## src/rtl/au_pkg.sv

```systemverilog
// Shared definitions for the serial add/subtract unit: op encoding, FSM states
// and the flag bundle handed to the flags/branch logic.
package au_pkg;

    localparam logic [1:0] OP_ADD = 2'b00;
    localparam logic [1:0] OP_SUB = 2'b01;
    localparam logic [1:0] OP_ADC = 2'b10;
    localparam logic [1:0] OP_SBC = 2'b11;

    typedef enum logic {
        IDLE = 1'b0,
        RUN  = 1'b1
    } au_state_t;

    typedef struct packed {
        logic v;
        logic c;
        logic n;
        logic z;
    } au_flags_t;

endpackage

```

## src/rtl/au_digit_add.sv

```systemverilog
// DIGIT-wide ripple-carry adder used once per cycle by au_serial.
// Ports:
//   a, b   : digit operands
//   cin    : carry into bit 0
//   sum    : digit sum
//   cout   : carry out of the top bit
//   c_msb  : carry into the top bit (feeds signed overflow on the last digit)
module au_digit_add #(
    parameter int unsigned DIGIT = 4
) (
    input  logic [DIGIT-1:0] a,
    input  logic [DIGIT-1:0] b,
    input  logic             cin,
    output logic [DIGIT-1:0] sum,
    output logic             cout,
    output logic             c_msb
);

    logic [DIGIT:0] carry;

    // Bit-serial ripple chain.
    always_comb begin
        sum      = '0;
        carry    = '0;
        carry[0] = cin;
        for (int i = 0; i < int'(DIGIT); i++) begin
            sum[i]       = a[i] ^ b[i] ^ carry[i];
            carry[i+1]   = (a[i] & b[i]) | (carry[i] & (a[i] ^ b[i]));
        end
    end

    assign cout  = carry[DIGIT];
    assign c_msb = carry[DIGIT-1];

endmodule

```

## src/rtl/au_serial.sv

```systemverilog
// Multi-cycle add/subtract unit: processes DIGIT bits per clock, LSB digit
// first, through one shared digit adder. Keeps a persistent carry flag so
// ADC/SBC can chain multi-word arithmetic.
// Ports:
//   clk, rst_n   : clock, synchronous active-low reset
//   start        : request, sampled only in IDLE
//   op           : 00 ADD, 01 SUB, 10 ADC, 11 SBC
//   a, b         : operands, latched on accept
//   busy         : high while running
//   done         : one-cycle pulse when res/flags update
//   res          : registered result
//   v, c, n, z   : overflow, carry (1 = no borrow on subtract), negative, zero
module au_serial
    import au_pkg::*;
#(
    parameter int unsigned WIDTH = 16,
    parameter int unsigned DIGIT = 4
) (
    input  logic             clk,
    input  logic             rst_n,
    input  logic             start,
    input  logic [1:0]       op,
    input  logic [WIDTH-1:0] a,
    input  logic [WIDTH-1:0] b,
    output logic             busy,
    output logic             done,
    output logic [WIDTH-1:0] res,
    output logic             v,
    output logic             c,
    output logic             n,
    output logic             z
);

    localparam int unsigned K     = WIDTH / DIGIT;
    localparam int unsigned CNT_W = (K > 1) ? $clog2(K) : 1;

    au_state_t        state_q, state_d;
    logic [CNT_W-1:0] cnt_q, cnt_d;
    logic [WIDTH-1:0] a_q, a_d;
    logic [WIDTH-1:0] b_q, b_d;
    logic             carry_q, carry_d;
    logic [WIDTH-1:0] acc_q, acc_d;
    logic [WIDTH-1:0] res_q, res_d;
    au_flags_t        flags_q, flags_d;
    logic             busy_q, busy_d;
    logic             done_q, done_d;

    logic [DIGIT-1:0] dig_a, dig_b, dig_sum;
    logic             dig_cout, dig_cmsb;
    logic [WIDTH-1:0] fin;

    assign dig_a = a_q[cnt_q * DIGIT +: DIGIT];
    assign dig_b = b_q[cnt_q * DIGIT +: DIGIT];

    au_digit_add #(.DIGIT(DIGIT)) u_digit (
        .a     (dig_a),
        .b     (dig_b),
        .cin   (carry_q),
        .sum   (dig_sum),
        .cout  (dig_cout),
        .c_msb (dig_cmsb)
    );

    // Full result as it stands once the top digit lands.
    always_comb begin
        fin = acc_q;
        fin[(K-1)*DIGIT +: DIGIT] = dig_sum;
    end

    // State and datapath registers.
    always_ff @(posedge clk) begin
        if (!rst_n) begin
            state_q <= IDLE;
            cnt_q   <= '0;
            a_q     <= '0;
            b_q     <= '0;
            carry_q <= 1'b0;
            acc_q   <= '0;
            res_q   <= '0;
            flags_q <= '0;
            busy_q  <= 1'b0;
            done_q  <= 1'b0;
        end else begin
            state_q <= state_d;
            cnt_q   <= cnt_d;
            a_q     <= a_d;
            b_q     <= b_d;
            carry_q <= carry_d;
            acc_q   <= acc_d;
            res_q   <= res_d;
            flags_q <= flags_d;
            busy_q  <= busy_d;
            done_q  <= done_d;
        end
    end

    // Next-state and next-output logic.
    always_comb begin
        state_d = state_q;
        cnt_d   = cnt_q;
        a_d     = a_q;
        b_d     = b_q;
        carry_d = carry_q;
        acc_d   = acc_q;
        res_d   = res_q;
        flags_d = flags_q;
        busy_d  = 1'b0;
        done_d  = 1'b0;

        case (state_q)
            IDLE: begin
                if (start) begin
                    a_d     = a;
                    cnt_d   = '0;
                    state_d = RUN;
                    busy_d  = 1'b1;
                    // flags_q.c already holds a carry written in a done cycle.
                    case (op)
                        OP_ADD:  begin b_d = b;  carry_d = 1'b0;      end
                        OP_SUB:  begin b_d = ~b; carry_d = 1'b1;      end
                        OP_ADC:  begin b_d = b;  carry_d = flags_q.c; end
                        default: begin b_d = ~b; carry_d = flags_q.c; end
                    endcase
                end
            end
            RUN: begin
                busy_d = 1'b1;
                acc_d[cnt_q * DIGIT +: DIGIT] = dig_sum;
                carry_d = dig_cout;
                cnt_d   = cnt_q + CNT_W'(1);
                if (cnt_q == CNT_W'(K - 1)) begin
                    state_d   = IDLE;
                    busy_d    = 1'b0;
                    done_d    = 1'b1;
                    res_d     = fin;
                    flags_d.c = dig_cout;
                    flags_d.v = dig_cmsb ^ dig_cout;
                    flags_d.n = fin[WIDTH-1];
                    flags_d.z = (fin == '0);
                end
            end
            default: state_d = IDLE;
        endcase
    end

    assign busy = busy_q;
    assign done = done_q;
    assign res  = res_q;
    assign v    = flags_q.v;
    assign c    = flags_q.c;
    assign n    = flags_q.n;
    assign z    = flags_q.z;

endmodule

```

## config.mk

```make
export PLATFORM = sky130hd
export DESIGN_NAME = au_serial
export DESIGN_NICKNAME = d
export VERILOG_FILES = /design/src/rtl/au_pkg.sv /design/src/rtl/au_digit_add.sv /design/src/rtl/au_serial.sv
export SDC_FILE = /design/constraint.sdc
export NUM_CORES = 1
export LEC_CHECK = 0
export CORE_ASPECT_RATIO = 1.4
export CORE_MARGIN = 2
export CORE_UTILIZATION = 45
export DETAILED_ROUTE_END_ITERATION = 12
export GPL_ROUTABILITY_DRIVEN = 0
export PLACE_DENSITY_LB_ADDON = 0.05
export SLEW_MARGIN = 0
export SYNTH_ARGS = -nofsm -noshare
export SYNTH_HDL_FRONTEND = slang
export SYNTH_SLANG_ARGS = --single-unit
```

## constraint.sdc

```tcl
create_clock -name clk -period 3.59 [get_ports clk]
set_clock_uncertainty 0.05 [all_clocks]
set_input_delay 0.718 -clock clk [delete_from_list [all_inputs] [get_ports clk]]
set_output_delay 0.718 -clock clk [all_outputs]
set_load 0.01 [all_outputs]
```

==> reports/qor.yml <==
status: "completed"
end_kind: "flip-flop"
ys_types: 35
area_growth_pct: 26.32
final-hold-violation-count: 0
design.core.area_sq_um: 6569
cts_buffers: 9
avgRoutedWirePerCell_um: 13.91
placed_area_sq_um: 3647
vias_per_cell: 5.154
fill_cells: 586
cts-root-buf: "clkbuf_8"
drc: 0
final_area_sq_um: 3831
grt_pass1_vias: 2226
synth_fp_nets: 348
grt_start_max_net_pins: 49
final.setup.tns_ps: 0
p_sw_mw: 0.3987
cts_setup_buffers: 0
slew_headroom_pct: 61.29
nets: 403
p_int_mw: 1.220
drive_above_1_share_pct: 8.564
ys_seq_area_share_pct: 44.88
fp-row-count: 35
setup_viol_count_final: 0
grt_antenna_before_repair: 0
port_buffers: 58
die_area_sq_um: 7422
synth_edf_count: 0
die_y_um: 101.1
dp_slack_ps: 303.8
drtIter0Drc: 86
combPwrFrac_pct: 13.4
synth.top_cell.area_share_pct: 44.88
clk_pin_slew_ps: 70
fin_ws_ps: 309.7
synth_top_area_cell: "dfxtp_1"
postCtsHoldBufs: 0
clk_latency_ps: 340
power_frac_seq_pct: 49.9
period_share_pct: 91.37
diodes: 0
clockBufferDepth: 2
cp_max_fo: 8
ant_nets: 0
fin_crit_ps: 3280
p_leak_nw: 1.559
postSynth.asyncResetShare_pct: 0
ys_ff_latch: 68
wirelength_mm: 6.064
dieWidth_um: 73.39
clockPowerShare_pct: 36.6
hold_path_class: "flip-flop to flip-flop"
hpwlAfterDp_mm: 4.539
overflow: 0
yosys-top-cells-count: "68 x dfxtp_1, 68 x nand2_1, 20 x a21boi_0"
fmax_mhz: 304.9
start_util_pct: 46.17
worstPathArrival_ps: 3500
grt_pass1_wl_mm: 10.36
track_usage_pct: 18.10
p_per_area_nw_per_um2: 422.5
seq_area_sq_um: 1361
syn-cell-area_sq_um: 3033
syn_area_per_cell_sq_um: 10.04
cp-start-kind: "flip-flop"
cts_resized: 0
cap_violations: 0
rsz0062_at_grt: "no"
switching_share_pct: 24.63
yosys_warnings: 0
critPathKind: "flip-flop to flip-flop"
dr.pass1.iters: 5
syn_inst: 302
required_ps: 3810
htree_num_levels: 3
tightest_slew_ps: 580.7
cts.sinks: 68
synth_ff_type: "dfxtp_1"
slew_viol_final: 0
multi_input_area_sq_um: 1511
synthTopCellsByArea: "dfxtp_1 45%, nand2_1 8.4%, mux4_2 5.9%"
cts_tree: "built"
io_pins: 59
vias: 2247
vdd_ir_drop_max_mv: 0.2875
-- power groups by stage --
stage,Clock (mW),Sequential [mW],Combinational [mW]
final,0.593,0.808,0.217
after global routing,0.646,0.813,0.242
after CTS,0.608,0.809,0.221
after detailed placement,0,0.826,0.221
after global placement,0,0.826,0.218
after floorplan,0,0.814,0.149
-- cell families (layout without fill, tap and decap cells) --
logic type,Yosys count,count (layout),share of synthesized area (%)
simple gates,98,98,15.22
flops,68,68,44.88
compound gates,67,67,18.40
buf+inv,33,93,5.280
xor+xnor,17,17,4.909
mux,10,10,6.601
fa+ha+maj,9,9,4.703
-- metal layers --
| metal | GRT usage (%) | share of wire [%] | up-vias | wire, um |
|---|---|---|---|---|
| met3 | 4.279 | 3.3 | 9 | 203 |
| met5 | 0 | 0 | - | 0 |
| li1 | - | - | 1150 | - |
| met4 | 6.713 | 1.6 | 0 | 100 |
| met2 | 32.29 | 54 | 39 | 3249 |
| met1 | 20.70 | 41 | 1049 | 2510 |
-- final timing paths --
path                            slack, ps  startpoint  cells past startpoint        to
worst max-delay path                  310    cnt_q[0]                      9  acc_q[3]
worst min-delay path                  410           z                      2         z
worst max register to register        310    cnt_q[0]                      9  acc_q[3]
worst min register to register        410           z                      2         z
-- cell usage in the layout (no fill, tap or decap) --
cell type	instances
o31ai_1	1
or3_1	6
xor2_1	1
dfxtp_1	68
clkinvlp_4	1
a22oi_1	1
ha_1	5
nor2b_1	6
and3b_1	1
clkbuf_8	9
xnor2_1	16
clkinv_2	3
a21boi_1	9
nand4_1	3
bufinv_16	1
a22o_1	15
buf_4	8
inv_1	11
o21ai_0	3
nand2_1	68
nand2b_1	2
a211o_1	1
nand3b_1	1
mux2i_1	2
a21boi_0	19
o211a_1	16
clkbuf_1	2
or3b_1	2
clkdlybuf4s50_1	58
a32oi_1	2
nand4b_4	1
nor4_1	3
nand3_1	1
mux4_2	8
nor2_1	3
and2b_1	1
fa_1	4
-- critical path, stage by stage, from the launching register on --
cell      delay, ps
dfxtp_1         520
buf_4           260
mux4_2          530
fa_1            420
inv_1            70
fa_1            200
inv_1            60
fa_1            580
or3b_1          360
a21boi_1        150
-- layout make-up --
type,count,share of cell area (%)
timing repair buffer,66,16.72
inverter,11,1.078
clock inverter,5,1.372
multi-input combinational,201,39.45
clock buffer,11,3.429
tap,74,2.417
sequential,68,35.53
-- stage by stage --
stage | instances | utilization (%) | power [mW] | hold slack, ps
floorplan | 302 | - | 0.9634 | 382.1
global placement | 420 | 55.52 | 1.044 | 397.5
detailed placement | 420 | 55.52 | 1.047 | 401.2
CTS | 436 | 58.32 | 1.639 | 414.2
global route | 436 | 58.32 | 1.701 | 432.3
finish | 436 | 58.32 | 1.619 | 409.4
-- sequential cells by signal (all words and copies together) (netlist names) --
name / cells
c: 1
b_q: 16
done: 1
cnt_q: 2
res: 16
acc_q: 12
a_q: 16
busy: 1
v: 1
z: 1
carry_q: 1
No activity file was read; power rests on OpenSTA's default activity.
